[config.mk]
export PLATFORM = sky130hd
export DESIGN_NAME = cv32e40s_obi_arbiter
export DESIGN_NICKNAME = d
export VERILOG_FILES = /design/src/rtl/cv32e40s_pkg.sv /design/src/rtl/cv32e40s_obi_arb_id_fifo.sv /design/src/rtl/cv32e40s_obi_arbiter.sv
export SDC_FILE = /design/constraint.sdc
export NUM_CORES = 1
export LEC_CHECK = 0
export CORE_AREA = 2 2 111 113
export CTS_CLUSTER_DIAMETER = 50
export CTS_CLUSTER_SIZE = 20
export DETAILED_ROUTE_END_ITERATION = 8
export DIE_AREA = 0 0 113 115
export PLACE_DENSITY = 0.64
export SLEW_MARGIN = 20
export SYNTH_ARGS = -nofsm -noshare
export SYNTH_HDL_FRONTEND = slang
export SYNTH_SLANG_ARGS = --single-unit
export TNS_END_PERCENT = 50
[constraint.sdc]
create_clock -name clk -period 2 [get_ports clk]
set_input_delay 0.4 -clock clk [delete_from_list [all_inputs] [get_ports clk]]
set_output_delay 0.4 -clock clk [all_outputs]
set_load 0.02 [all_outputs]
[src/rtl/cv32e40s_pkg.sv]
// Shared types for the OBI arbiter slice: requester identifiers.
package cv32e40s_pkg;

  // Requester ID carried through the in-order response FIFO
  typedef enum logic {
    OBI_ARB_ID_INSTR = 1'b0,
    OBI_ARB_ID_DATA  = 1'b1
  } obi_arb_id_e;

  // Round-robin helper: the requester that did not win last time
  function automatic obi_arb_id_e obi_arb_other_id(input obi_arb_id_e id);
    obi_arb_other_id = (id == OBI_ARB_ID_INSTR) ? OBI_ARB_ID_DATA : OBI_ARB_ID_INSTR;
  endfunction

endpackage

[src/rtl/cv32e40s_obi_arb_id_fifo.sv]
// In-order FIFO of requester IDs for accepted-but-unanswered OBI transfers.
// The caller guarantees no push when full (unless popping) and no pop when empty.
module cv32e40s_obi_arb_id_fifo #(
  parameter int unsigned DEPTH = 2,
  parameter int unsigned WIDTH = 1,
  localparam int unsigned CNT_W = $clog2(DEPTH + 1)
) (
  input  logic             clk,
  input  logic             rst_n,
  input  logic             push_i,
  input  logic             pop_i,
  input  logic [WIDTH-1:0] data_i,
  output logic [WIDTH-1:0] head_o,
  output logic [CNT_W-1:0] count_o
);

  localparam int unsigned PTR_W = (DEPTH > 1) ? $clog2(DEPTH) : 1;
  localparam logic [PTR_W-1:0] LAST_PTR = PTR_W'(DEPTH - 1);

  logic [WIDTH-1:0] mem_q [DEPTH];
  logic [WIDTH-1:0] mem_d [DEPTH];
  logic [PTR_W-1:0] wr_ptr_q, wr_ptr_d;
  logic [PTR_W-1:0] rd_ptr_q, rd_ptr_d;
  logic [CNT_W-1:0] count_q, count_d;

  // Head is read from the old contents, so a same-cycle push never disturbs the pop
  assign head_o  = mem_q[rd_ptr_q];
  assign count_o = count_q;

  // Next-state for storage, wrapping pointers and occupancy
  always_comb begin
    mem_d    = mem_q;
    wr_ptr_d = wr_ptr_q;
    rd_ptr_d = rd_ptr_q;
    count_d  = count_q;
    if (push_i) begin
      mem_d[wr_ptr_q] = data_i;
      wr_ptr_d        = (wr_ptr_q == LAST_PTR) ? {PTR_W{1'b0}} : wr_ptr_q + PTR_W'(1);
    end else begin
      wr_ptr_d = wr_ptr_q;
    end
    if (pop_i) begin
      rd_ptr_d = (rd_ptr_q == LAST_PTR) ? {PTR_W{1'b0}} : rd_ptr_q + PTR_W'(1);
    end else begin
      rd_ptr_d = rd_ptr_q;
    end
    case ({push_i, pop_i})
      2'b10:   count_d = count_q + CNT_W'(1);
      2'b01:   count_d = count_q - CNT_W'(1);
      default: count_d = count_q;
    endcase
  end

  // FIFO state registers, cleared asynchronously
  always_ff @(posedge clk or negedge rst_n) begin
    if (!rst_n) begin
      for (int i = 0; i < int'(DEPTH); i++) begin
        mem_q[i] <= {WIDTH{1'b0}};
      end
      wr_ptr_q <= {PTR_W{1'b0}};
      rd_ptr_q <= {PTR_W{1'b0}};
      count_q  <= {CNT_W{1'b0}};
    end else begin
      mem_q    <= mem_d;
      wr_ptr_q <= wr_ptr_d;
      rd_ptr_q <= rd_ptr_d;
      count_q  <= count_d;
    end
  end

endmodule

[src/rtl/cv32e40s_obi_arbiter.sv]
// Two-requester OBI arbiter: round-robin address phase with lock-until-grant,
// outstanding limit, and in-order routing of responses back to their owner.
module cv32e40s_obi_arbiter
  import cv32e40s_pkg::*;
#(
  parameter int unsigned MAX_OUTSTANDING = 2,
  parameter int unsigned TRANS_W         = 69,
  parameter int unsigned RESP_W          = 33,
  localparam int unsigned CNT_W          = $clog2(MAX_OUTSTANDING + 1)
) (
  input  logic               clk,
  input  logic               rst_n,
  input  logic               m0_req_i,
  input  logic [TRANS_W-1:0] m0_trans_i,
  output logic               m0_gnt_o,
  output logic               m0_rvalid_o,
  input  logic               m1_req_i,
  input  logic [TRANS_W-1:0] m1_trans_i,
  output logic               m1_gnt_o,
  output logic               m1_rvalid_o,
  output logic [RESP_W-1:0]  resp_o,
  output logic               obi_req_o,
  output logic [TRANS_W-1:0] obi_trans_o,
  input  logic               obi_gnt_i,
  input  logic               obi_rvalid_i,
  input  logic [RESP_W-1:0]  obi_resp_i,
  output logic [CNT_W-1:0]   outstanding_o,
  output logic               protocol_err_o
);

  localparam logic [CNT_W-1:0] MAX_CNT = CNT_W'(MAX_OUTSTANDING);

  logic        lock_q, lock_d;
  obi_arb_id_e lock_id_q, lock_id_d;
  obi_arb_id_e last_id_q, last_id_d;

  obi_arb_id_e      sel_s;
  logic             has_sel_s;
  logic             sel_req_s;
  logic             accept_s;
  logic             push_s;
  logic             pop_s;
  logic [0:0]       head_s;
  logic [CNT_W-1:0] cnt_s;

  // Capacity: a response in the same cycle frees the slot for a new address phase
  assign accept_s = (cnt_s < MAX_CNT) || ((cnt_s == MAX_CNT) && obi_rvalid_i);

  // Pick the requester: the locked one while waiting for grant, else round-robin
  always_comb begin
    sel_s     = OBI_ARB_ID_INSTR;
    has_sel_s = 1'b0;
    if (lock_q) begin
      sel_s     = lock_id_q;
      has_sel_s = 1'b1;
    end else begin
      case ({m1_req_i, m0_req_i})
        2'b01: begin
          sel_s     = OBI_ARB_ID_INSTR;
          has_sel_s = 1'b1;
        end
        2'b10: begin
          sel_s     = OBI_ARB_ID_DATA;
          has_sel_s = 1'b1;
        end
        2'b11: begin
          sel_s     = obi_arb_other_id(last_id_q);
          has_sel_s = 1'b1;
        end
        default: begin
          sel_s     = OBI_ARB_ID_INSTR;
          has_sel_s = 1'b0;
        end
      endcase
    end
  end

  assign sel_req_s   = (sel_s == OBI_ARB_ID_DATA) ? m1_req_i : m0_req_i;
  assign obi_req_o   = has_sel_s && sel_req_s && accept_s;
  assign obi_trans_o = !has_sel_s ? {TRANS_W{1'b0}} :
                       (sel_s == OBI_ARB_ID_DATA) ? m1_trans_i : m0_trans_i;

  assign m0_gnt_o = obi_gnt_i && obi_req_o && (sel_s == OBI_ARB_ID_INSTR);
  assign m1_gnt_o = obi_gnt_i && obi_req_o && (sel_s == OBI_ARB_ID_DATA);

  assign push_s = obi_req_o && obi_gnt_i;
  assign pop_s  = obi_rvalid_i && (cnt_s != {CNT_W{1'b0}});

  assign m0_rvalid_o    = pop_s && (head_s == 1'b0);
  assign m1_rvalid_o    = pop_s && (head_s == 1'b1);
  assign resp_o         = obi_resp_i;
  assign outstanding_o  = cnt_s;
  assign protocol_err_o = obi_rvalid_i && (cnt_s == {CNT_W{1'b0}});

  // Lock holds an ungranted address phase; last winner advances on handshake
  always_comb begin
    lock_d    = obi_req_o && !obi_gnt_i;
    lock_id_d = sel_s;
    if (push_s) begin
      last_id_d = sel_s;
    end else begin
      last_id_d = last_id_q;
    end
  end

  // Arbitration state registers; requester 0 wins the first contention
  always_ff @(posedge clk or negedge rst_n) begin
    if (!rst_n) begin
      lock_q    <= 1'b0;
      lock_id_q <= OBI_ARB_ID_INSTR;
      last_id_q <= OBI_ARB_ID_DATA;
    end else begin
      lock_q    <= lock_d;
      lock_id_q <= lock_id_d;
      last_id_q <= last_id_d;
    end
  end

  cv32e40s_obi_arb_id_fifo #(
    .DEPTH (MAX_OUTSTANDING),
    .WIDTH (1)
  ) u_id_fifo (
    .clk     (clk),
    .rst_n   (rst_n),
    .push_i  (push_s),
    .pop_i   (pop_s),
    .data_i  (sel_s),
    .head_o  (head_s),
    .count_o (cnt_s)
  );

endmodule

After elaboration in Yosys (flattened, before gate mapping)
Cells that the tools add are included.
- $add $sub $neg: 4
- order comparisons: 4
- equality and inequality tests: 6
- mux-type cells: 17
- bitwise gates (word level): 4
- reduce and logical (&&, ||, !) cells: 18
- operators with widths (cell ; count):
    two-way mux 69 bit ; 2
    logical AND 1 bit ; 12
    two-way mux 1 bit ; 11
    == test 2 bit (second input constant) ; 4
    == test 2 x 1 -> 1 bit (second input constant) ; 2
    greater-or-equal comparator 2 bit (second input constant) ; 2
    inverter 1 -> 2 bit ; 2
    one-hot mux 2 bit (2 select lines) ; 1
    nonzero test 2 bit ; 2
    OR reduction 3 bit ; 1
    adder 1 bit (second input constant) ; 2
    adder 2 x 1 -> 2 bit (second input constant) ; 1
    bitwise mux 2 bit ; 1
    logical NOT 2 bit ; 1
    < comparator 2 x 1 -> 1 bit (second input constant) ; 1
    < comparator 2 bit (second input constant) ; 1
    inverter 1 bit ; 2
    one-hot mux 1 bit (2 select lines) ; 1
    subtractor 2 x 1 -> 2 bit (second input constant) ; 1
    demux 1 bit (select 1 bit) ; 1
    logical NOT 1 bit ; 1
    logical OR 1 bit ; 1
- bits in registers: 9
- input bits: 177
- logic and storage cells: 61

Logic depth before layout (Yosys ltp)
Gate-level depths: netlist of the first run.
- word-level depth: 9
- mapped depth: 8
- mapped depth without buffers: 8

Hierarchy
Synthesis of the first run repeated with hierarchy kept, for this count alone.
- cell total of the unflattened synthesis: 301
- area total of the unflattened synthesis: 2043.2 sq um
- modules (own cells, without submodules) (module ; times used ; cells each ; area each (sq um) ; seq. area each (sq um)):
    cv32e40s_obi_arbiter ; 1 ; 282 ; 1788.0 ; 76.3
    cv32e40s_obi_arb_id_fifo ; 1 ; 19 ; 255.2 ; 150.1

Least setup slack after synthesis of the first run
Ideal clock, no wire load.
- path kind: reg-to-output
- start point: register last_id_q
- end point: output obi_trans_o[0]
- data arrival time: 1603 ps
- data required time: 1600 ps
- path slack: -3 ps
- cell stages (with the launch flop): 6
- path buffers: 1
- path through: dfstp_2 nand2_1 a22oi_2 clkbuf_1 nand2_1 a21oi_1
- longest elaborated chain between the ends: 5
- RTL lines (item ; RTL line ; source):
    start, declared ; cv32e40s_obi_arbiter.sv:35 ; obi_arb_id_e last_id_q, last_id_d;
    start signal, assigned ; cv32e40s_obi_arbiter.sv:115 ; last_id_q <= last_id_d;
    two-way mux 1 bit ; cv32e40s_pkg.sv:12 ; obi_arb_other_id = (id == OBI_ARB_ID_INSTR) ? OBI_ARB_ID_DATA : OBI_ARB_ID_INSTR;
    one-hot mux 1 bit (2 select lines) ; cv32e40s_obi_arbiter.sv:57 ; case ({m1_req_i, m0_req_i})
    two-way mux 1 bit ; cv32e40s_obi_arbiter.sv:53 ; if (lock_q) begin
    two-way mux 69 bit ; cv32e40s_obi_arbiter.sv:81 ; (sel_s == OBI_ARB_ID_DATA) ? m1_trans_i : m0_trans_i;
    two-way mux 69 bit ; cv32e40s_obi_arbiter.sv:80 ; assign obi_trans_o = !has_sel_s ? {TRANS_W{1'b0}} :
    end, declared ; cv32e40s_obi_arbiter.sv:23 ; output logic [TRANS_W-1:0] obi_trans_o,
No other way between the ends.

Worst setup path after layout of the first run
- start point: register last_id_q
- end point: output obi_trans_o[5]
The elaborated chain is that of the path after synthesis.

==> results of run 1 <==
per-stage QoR:
stage               setup TNS, ns  utilization [%]  area (um2)  total power, mW
floorplan                 -0.0717                -        1760             2.12
CTS                        -11.54             37.1        4390             4.55
detailed placement         -56.62             34.5        4070             3.71
global placement           -57.83             34.5        4070             3.68
finish                     -10.66             40.6        4800             4.98
global route               -17.67             40.6        4800             5.30
cells by family (layout without fill, tap and decap cells):
logic type      Yosys count  in the layout
mux                       3              3
fa+ha+maj                 1              1
simple gates            153            153
buf+inv                  58            279
xor+xnor                  5              5
compound gates           76             76
flops                     9              9
registers in the layout, summed over array words and instances (netlist names):
| signal | count |
|---|---|
| last_id_q | 1 |
| u_id_fifo.rd_ptr_q | 1 |
| u_id_fifo.wr_ptr_q | 1 |
| lock_q | 1 |
| u_id_fifo.mem_q | 2 |
| u_id_fifo.count_o | 2 |
| lock_id_q | 1 |
layout make-up:
class	count	area share [%]
clock buffer	4	1.64
inverter	4	0.469
multi-input combinational	238	32.1
sequential	9	4.74
tap	147	3.83
timing repair buffer	271	57.2
worst max-delay path, stage by stage (launching register included):
cell	delay, ns
sky130_fd_sc_hd__dfstp_2	0.53
sky130_fd_sc_hd__nand2_2	0.05
sky130_fd_sc_hd__a22oi_2	0.18
sky130_fd_sc_hd__buf_6	0.17
sky130_fd_sc_hd__buf_12	0.12
sky130_fd_sc_hd__buf_16	0.11
sky130_fd_sc_hd__buf_12	0.10
sky130_fd_sc_hd__nand2_4	0.05
sky130_fd_sc_hd__a21oi_4	0.14
sky130_fd_sc_hd__buf_6	0.13
power groups by stage:
stage          Clock, mW  Sequential, mW  Combinational [mW]
6_report           0.355           0.351                4.28
5_1_grt            0.376           0.362                4.56
4_1_cts            0.363           0.348                3.84
3_5_place_dp           0           0.343                3.36
3_3_place_gp           0           0.338                3.35
2_1_floorplan          0           0.368                1.75
layout by cell type (no fill, tap or decap), drive strengths merged:
master         synthesis  layout
nand3b                 1       1
clkbuf                17       5
nor2b                  4       4
dfstp                  1       1
dfrtp                  8       8
inv                    4       4
o31ai                  1       1
o21ai                  2       2
buf                   37     122
clkdlybuf4s50          0     143
dlygate4sd2            0       5
nor3                   1       1
ha                     1       1
a22oi                  1       1
a31oi                  1       1
nand2                141     141
mux2i                  1       1
a21oi                 70      70
mux2                   2       2
nor3b                  1       1
xnor2                  5       5
nor2                   5       5
o221ai                 1       1
what timing repair did:
action,in CTS,in global routing
buffers inserted,15,8
endpoints found under the setup margin,77,76
pin swaps,8,39
gates resized for setup,399,104
cloned,5,1
hold buffers,0,0
routing by layer:
metal  routed length, um  track usage, %  vias to the layer above  part of all wire (%)
met3                 887            3.06                       21                   9.2
li1                    -               -                     1399                     -
met2                4970            23.9                      151                    51
met1                3640            15.5                     1283                    38
met4                 180            3.90                        0                   1.9
met5                   0               0                        -                     0
worst max-delay path by stage:
stage | startpoint | endpoint
2_1_floorplan | last_id_q$_DFFE_PN1N_ | obi_trans_o[41]
3_3_place_gp | m0_req_i | obi_trans_o[6]
3_5_place_dp | m0_req_i | obi_trans_o[6]
4_1_cts | last_id_q$_DFFE_PN1N_ | m0_gnt_o
5_1_grt | last_id_q$_DFFE_PN1N_ | obi_trans_o[5]
6_report | last_id_q$_DFFE_PN1N_ | obi_trans_o[5]
==> summary.md, run 1 <==
| Metric | Value |
|---|---|
| Min Tclk post-route | roughly 2.2 ns |
| Overall overflow remaining after global route | 0 |
| Warnings, synthesis | 0 |
| Detailed Route WL | between 9000 and 10000 um |
| Most frequent cell after synthesis | sky130_fd_sc_hd__nand2_1 |
| Min-delay worst type | input port to asynchronous set/reset pin |
| Switch share | about 45% |
| Proportion of netlist area held by the largest area contributor | 31.5% |
| TritonCTS clock tree | done |
| Number of diodes added for antenna fixing | 0 |
| Max-cap violation count | 0 |
| Slew Limit Fails | 0 |
| Worst relative slew slack | 72.0% |
| Leak pwr | 2.08 nW |
| Unique cell type count in the Yosys netlist | 24 |
| Power density over cell area | 1040 nW/um2 |
| Number of nets in the layout | 705 |
| Synthesized net count | 483 |
| Std-Cell Rows | 40 |
| Endpoints failing hold | 0 |
| Source-to-sink clock delay at the later pin of the worst-skew pair | 0.24 ns |
| Required time at the worst-slack endpoint | 1.60 ns |
| Clock sink count | 9 |
| Status | finished, violations left |
| Core area | 11800 um2 |
| Fraction of final layout cells with drive strength greater than 1 | a little over two fifths |
| Clock network power share | 7.1% |
| Number of buffers between clock root and the deepest sink | 2 |
| Antenna violations before repair | 0 |
| Unrepaired setup endpoints after global routing | true |
| Initial core utilization | around 14% |
| Slew at the pin closest to its max-slew limit | 0.419 ns |
| Number of iterations in the first detailed-routing pass | 6 |
| Reg clk slew, reported paths | 0.04 ns |
| Die height | between 100 and 150 um |
| Switching power summed over all nets | 2.26 mW |
| Post-Route Hold Slack | 0.469 ns |
| Launching element type of the critical path | flip-flop |
| Maximum clock skew at final layout | 0.000880 ns |
| Number of enable-type register cells in the synthesized netlist | 0 |
| Total die area | 13000 um2 |
| Top-Level Pins | 287 |
| Adder and majority cell fraction of the synthesized area | 0.750% |
| Worst vdd ir | 0.363 mV |
| Via count | 2854 |
| Overall track demand over capacity in global routing | 13.2% |
| Highest attainable clock frequency | 448 MHz |
| Critical Path AT | 1.83 ns |
| Number of cells traversed by the worst register-to-register path | 9 |
| Compound-cell area share of the yosys netlist | 24.1% |
| Ranking of synthesized cells by instance count | sky130_fd_sc_hd__nand2_1, sky130_fd_sc_hd__a21oi_1, sky130_fd_sc_hd__buf_4 |
| Clock tree root buffer cell | sky130_fd_sc_hd__clkbuf_16 |
| Synth Area in XOR/XNOR | 2.62% |
| Antenna-violating nets left | 0 |
| Final cell count without fillers | 673 |
| Largest fanout on the critical path | 5 |
| Violated checks | DRC, setup timing |
| Synthesized area per cell | ~5.5 um2 |
| Number of clock buffers inserted by TritonCTS | 3 |
| Top_reg_cell synth | sky130_fd_sc_hd__dfrtp_1 |
| Share of synthesized area spent on multiplexers | 1.95% |
| Iter 0 DRT Violations | 65 |
| Cell types with the largest area share after synthesis | sky130_fd_sc_hd__nand2_1, sky130_fd_sc_hd__a21oi_1, sky130_fd_sc_hd__buf_4, sky130_fd_sc_hd__dfrtp_1, sky130_fd_sc_hd__clkbuf_1 |
| Gp weighted congestion | 0.751 |
| Routed vias/inst | 4.24 |
| Basic-gate share of the synthesized area counting and, or, nand and nor cells | a little over a third |
| Sequential share of the synthesized area | between 10% and 20% |
| Internal power | roughly 2.7 mW |
| Logic gate share of total power | 85.8% |
| Proportion of power drawn by flip-flops and latches | approximately 7.0% |
| Count of filler cells inserted in the layout | approximately 1200 |
| Routed WL per cell | 14.4 um |
| Post-DP HPWL | around 6700 um |
| Total area of multi-input combinational cells | 1540 um2 |
| Min setup slack post-route | -0.230 ns |
| Final worst-path cycle share | 112% |
| Main combinational cell family by area after synthesis | simple AND/OR/NAND/NOR gates |
| Synthesized area | roughly 1700 um2 |
| Pin count of the biggest net entering global routing | 38 |
| Dominant cell type by area after synthesis | sky130_fd_sc_hd__nand2_1 |
| Final setup vio count | 71 |
| Ys async rst share | 100% |
| Synthesis-stage register bit count | 9 |
| Worst R2R End | u_id_fifo.count_o[1]$_DFFE_PN0P_ |
| Category of the worst setup path capture point | primary output |
| Worst slack at placement | -0.850 ns |
| Die Span X | around 110 um |
| Port Buf Inserts | 220 |
| Synthesis-to-layout area growth | 188% |
| Via count of the first global-routing pass | roughly 2800 |
| First-pass GRT wire length | 13900 um |
| Cell count after synthesis | 305 |
| Post-placement cell count | 641 |
| Register-to-register setup slack | 0 ns |
| R2r startpoint | lock_q$_DFF_PN0_ |
| H-Tree Depth | 1 |
| Storage cell area | 228 um2 |
| Class of the most critical setup path | flip-flop to primary output |
| DR DRC count | 14 |
No activity file was read; power rests on OpenSTA's default activity.
==> inputs of run 2 (changes only) <==
--- a/config.mk
+++ b/config.mk
@@ -15,4 +15,3 @@
 export SYNTH_ARGS = -nofsm -noshare
 export SYNTH_HDL_FRONTEND = slang
 export SYNTH_SLANG_ARGS = --single-unit
-export TNS_END_PERCENT = 50
==> run 2 against run 1 <==
  * The run still ends with DRC, setup timing left
  * Critical path depth up 1
  * Register-to-register slack better by 0.09 ns
  * Global-route usage up 1.5 points
  * Via count up 5.1%
  * Critical path type unchanged
  * Critical endpoint is now obi_trans_o[20]
==> summary.md, run 2 (synthesis results as in run 1) <==
| Metric | Value |
|---|---|
| Total die area | between 10000 and 15000 um2 |
| Min-delay worst type | input port to asynchronous set/reset pin |
| Reg clk slew, reported paths | 0.04 ns |
| Status | finished, violations left |
| Maximum clock skew at final layout | 0.00207 ns |
| Core area | roughly 12000 um2 |
| Final cell count without fillers | 695 |
| Length of routed met2 wiring | 5780 um |
| Endpoints failing hold | 0 |
| Source-to-sink clock delay at the later pin of the worst-skew pair | ~0.23 ns |
| Detailed Route WL | 10700 um |
| Most frequent cells in the layout | sky130_fd_sc_hd__clkdlybuf4s50_1, sky130_fd_sc_hd__buf_6, sky130_fd_sc_hd__a21oi_2, sky130_fd_sc_hd__nand2_4, sky130_fd_sc_hd__nand2_1 |
| Slew Limit Fails | 0 |
| Unrepaired setup endpoints after global routing | true |
| Length of routed wiring on met1 | 3860 um |
| Final worst-path cycle share | 116% |
| H-Tree Depth | 1 |
| Clock tree root buffer cell | sky130_fd_sc_hd__clkbuf_16 |
| Required time at the worst-slack endpoint | 1.60 ns |
| Min setup slack post-route | -0.315 ns |
| Routed vias/inst | 4.32 |
| Clock sink count | 9 |
| TritonCTS clock tree | done |
| Worst vdd ir | 0.414 mV |
| Highest attainable clock frequency | 432 MHz |
| Post-Route Setup TNS | -14.24 ns |
| Most common cell after layout, fill and taps aside | sky130_fd_sc_hd__clkdlybuf4s50_1 |
| Top-Level Pins | 287 |
| Iter 0 DRT Violations | between 100 and 150 |
| Overall track demand over capacity in global routing | 14.6% |
| DR DRC count | 11 |
| Core occupancy in the finished layout | 47.5% |
| Die height | 115 um |
| Critical Path AT | ~1.9 ns |
| Post-DP HPWL | 6830 um |
| Std-Cell Rows | 40 |
| Min Tclk post-route | between 2 and 2.5 ns |
| Class of the most critical setup path | flip-flop to primary output |
| Die Span X | 113 um |
| Antenna-violating nets left | 0 |
| Number of iterations in the first detailed-routing pass | 6 |
| Routed WL per cell | 15.4 um |
| Max-cap violation count | 0 |
| Power density over cell area | between 1000 and 1500 nW/um2 |
| Number of diodes added for antenna fixing | 0 |
| First-pass GRT wire length | between 15000 and 20000 um |
| Via count of the first global-routing pass | 3095 |
| Number of buffers between clock root and the deepest sink | 2 |
| Worst slack at placement | -0.862 ns |
| Synthesis-to-layout area growth | 236% |
| Category of the worst setup path capture point | primary output |
| Launching element type of the critical path | flip-flop |
| Port Buf Inserts | 220 |
| Leak pwr | about 2.5 nW |
| Via count | 3000 |
| Gp weighted congestion | about 0.73 |
| Worst relative slew slack | roughly 73% |
| Initial core utilization | 14.1% |
| Violated checks | DRC, setup timing |
| Number of clock buffers inserted by TritonCTS | 3 |
| Max layer used | met4 |
| Met3 WL post-DR | 971 um |
| Antenna violations before repair | 0 |
| Slew at the pin closest to its max-slew limit | 0.410 ns |
| Largest fanout on the critical path | 6 |
| Post-placement cell count | 640 |
| Fraction of final layout cells with drive strength greater than 1 | 58.6% |
| Number of nets in the layout | 727 |
| Overall overflow remaining after global route | 0 |
| Final setup vio count | between 70 and 80 |
| Pin count of the biggest net entering global routing | 38 |
==> run 2: through the flow <==
| step | power, mW | hold WS [ns] | cell area, um2 |
|---|---|---|---|
| finish | 5.96 | 0.466 | 5610 |
| global route | 6.28 | 0.493 | 5610 |
| CTS | 5.51 | 0.484 | 5140 |
| detailed placement | 3.79 | 0.492 | 4160 |
| global placement | 3.77 | 0.482 | 4160 |
| floorplan | 2.20 | 0.104 | 1860 |
==> run 2: power by group <==
part	internal [mW]	total, mW	switching, mW
clock	0.266	0.351	0.0844
sequential	0.279	0.355	0.0766
combinational	2.81	5.25	2.44
total	3.35	5.96	2.60
==> run 2: worst max-delay path, cell delays in order (launching register included) <==
cell	delay, ns
sky130_fd_sc_hd__dfstp_2	0.53
sky130_fd_sc_hd__nand2_2	0.05
sky130_fd_sc_hd__a22oi_2	0.18
sky130_fd_sc_hd__buf_6	0.19
sky130_fd_sc_hd__inv_12	0.05
sky130_fd_sc_hd__buf_12	0.13
sky130_fd_sc_hd__buf_16	0.13
sky130_fd_sc_hd__buf_4	0.14
sky130_fd_sc_hd__nand2_4	0.05
sky130_fd_sc_hd__a21oi_2	0.05
sky130_fd_sc_hd__buf_4	0.16
==> run 2: worst paths after layout <==
kind	depth (start not counted)	slack (ns)	from	end
setup reg to reg	10	0.09	lock_q$_DFF_PN0_	u_id_fifo.count_o[1]$_DFFE_PN0P_
hold reg to reg	1	0.50	u_id_fifo.rd_ptr_q$_DFFE_PN0P_	u_id_fifo.rd_ptr_q$_DFFE_PN0P_
hold / removal	1	0.47	rst_n	u_id_fifo.rd_ptr_q$_DFFE_PN0P_
setup / recovery	10	-0.31	last_id_q$_DFFE_PN1N_	obi_trans_o[20]
max in group asynchronous	1	1.21	rst_n	last_id_q$_DFFE_PN1N_
min in group clk	1	0.50	u_id_fifo.rd_ptr_q$_DFFE_PN0P_	u_id_fifo.rd_ptr_q$_DFFE_PN0P_
==> run 2: layout make-up <==
class                      count  area, um2
fill                        1067       6200
timing repair buffer         293       3210
multi-input combinational    238       1880
sequential                     9        228
tap                          147        184
clock buffer                   4       78.8
inverter                       4       27.5
==> run 2: metal layers <==
layer	track usage, %	up-vias
met1	16.4	1399
met2	27.9	156
met5	0	-
li1	-	1436
met3	4.06	9
met4	2.44	0
==> run 2: timing repair <==
item	CTS	global route
pin swaps	30	68
resized for setup	503	138
gates cloned	11	1
setup buffers	32	19
endpoints found under the setup margin	77	73
hold buffers	0	0
==> inputs of run 3 (changes only) <==
--- a/config.mk
+++ b/config.mk
@@ -11,6 +11,7 @@
 export DETAILED_ROUTE_END_ITERATION = 8
 export DIE_AREA = 0 0 113 115
 export PLACE_DENSITY = 0.64
+export RECOVER_POWER = 50
 export SLEW_MARGIN = 20
 export SYNTH_ARGS = -nofsm -noshare
 export SYNTH_HDL_FRONTEND = slang
==> results of run 3 <==
Final layout, timing and power as in run 2 (identical DEF).
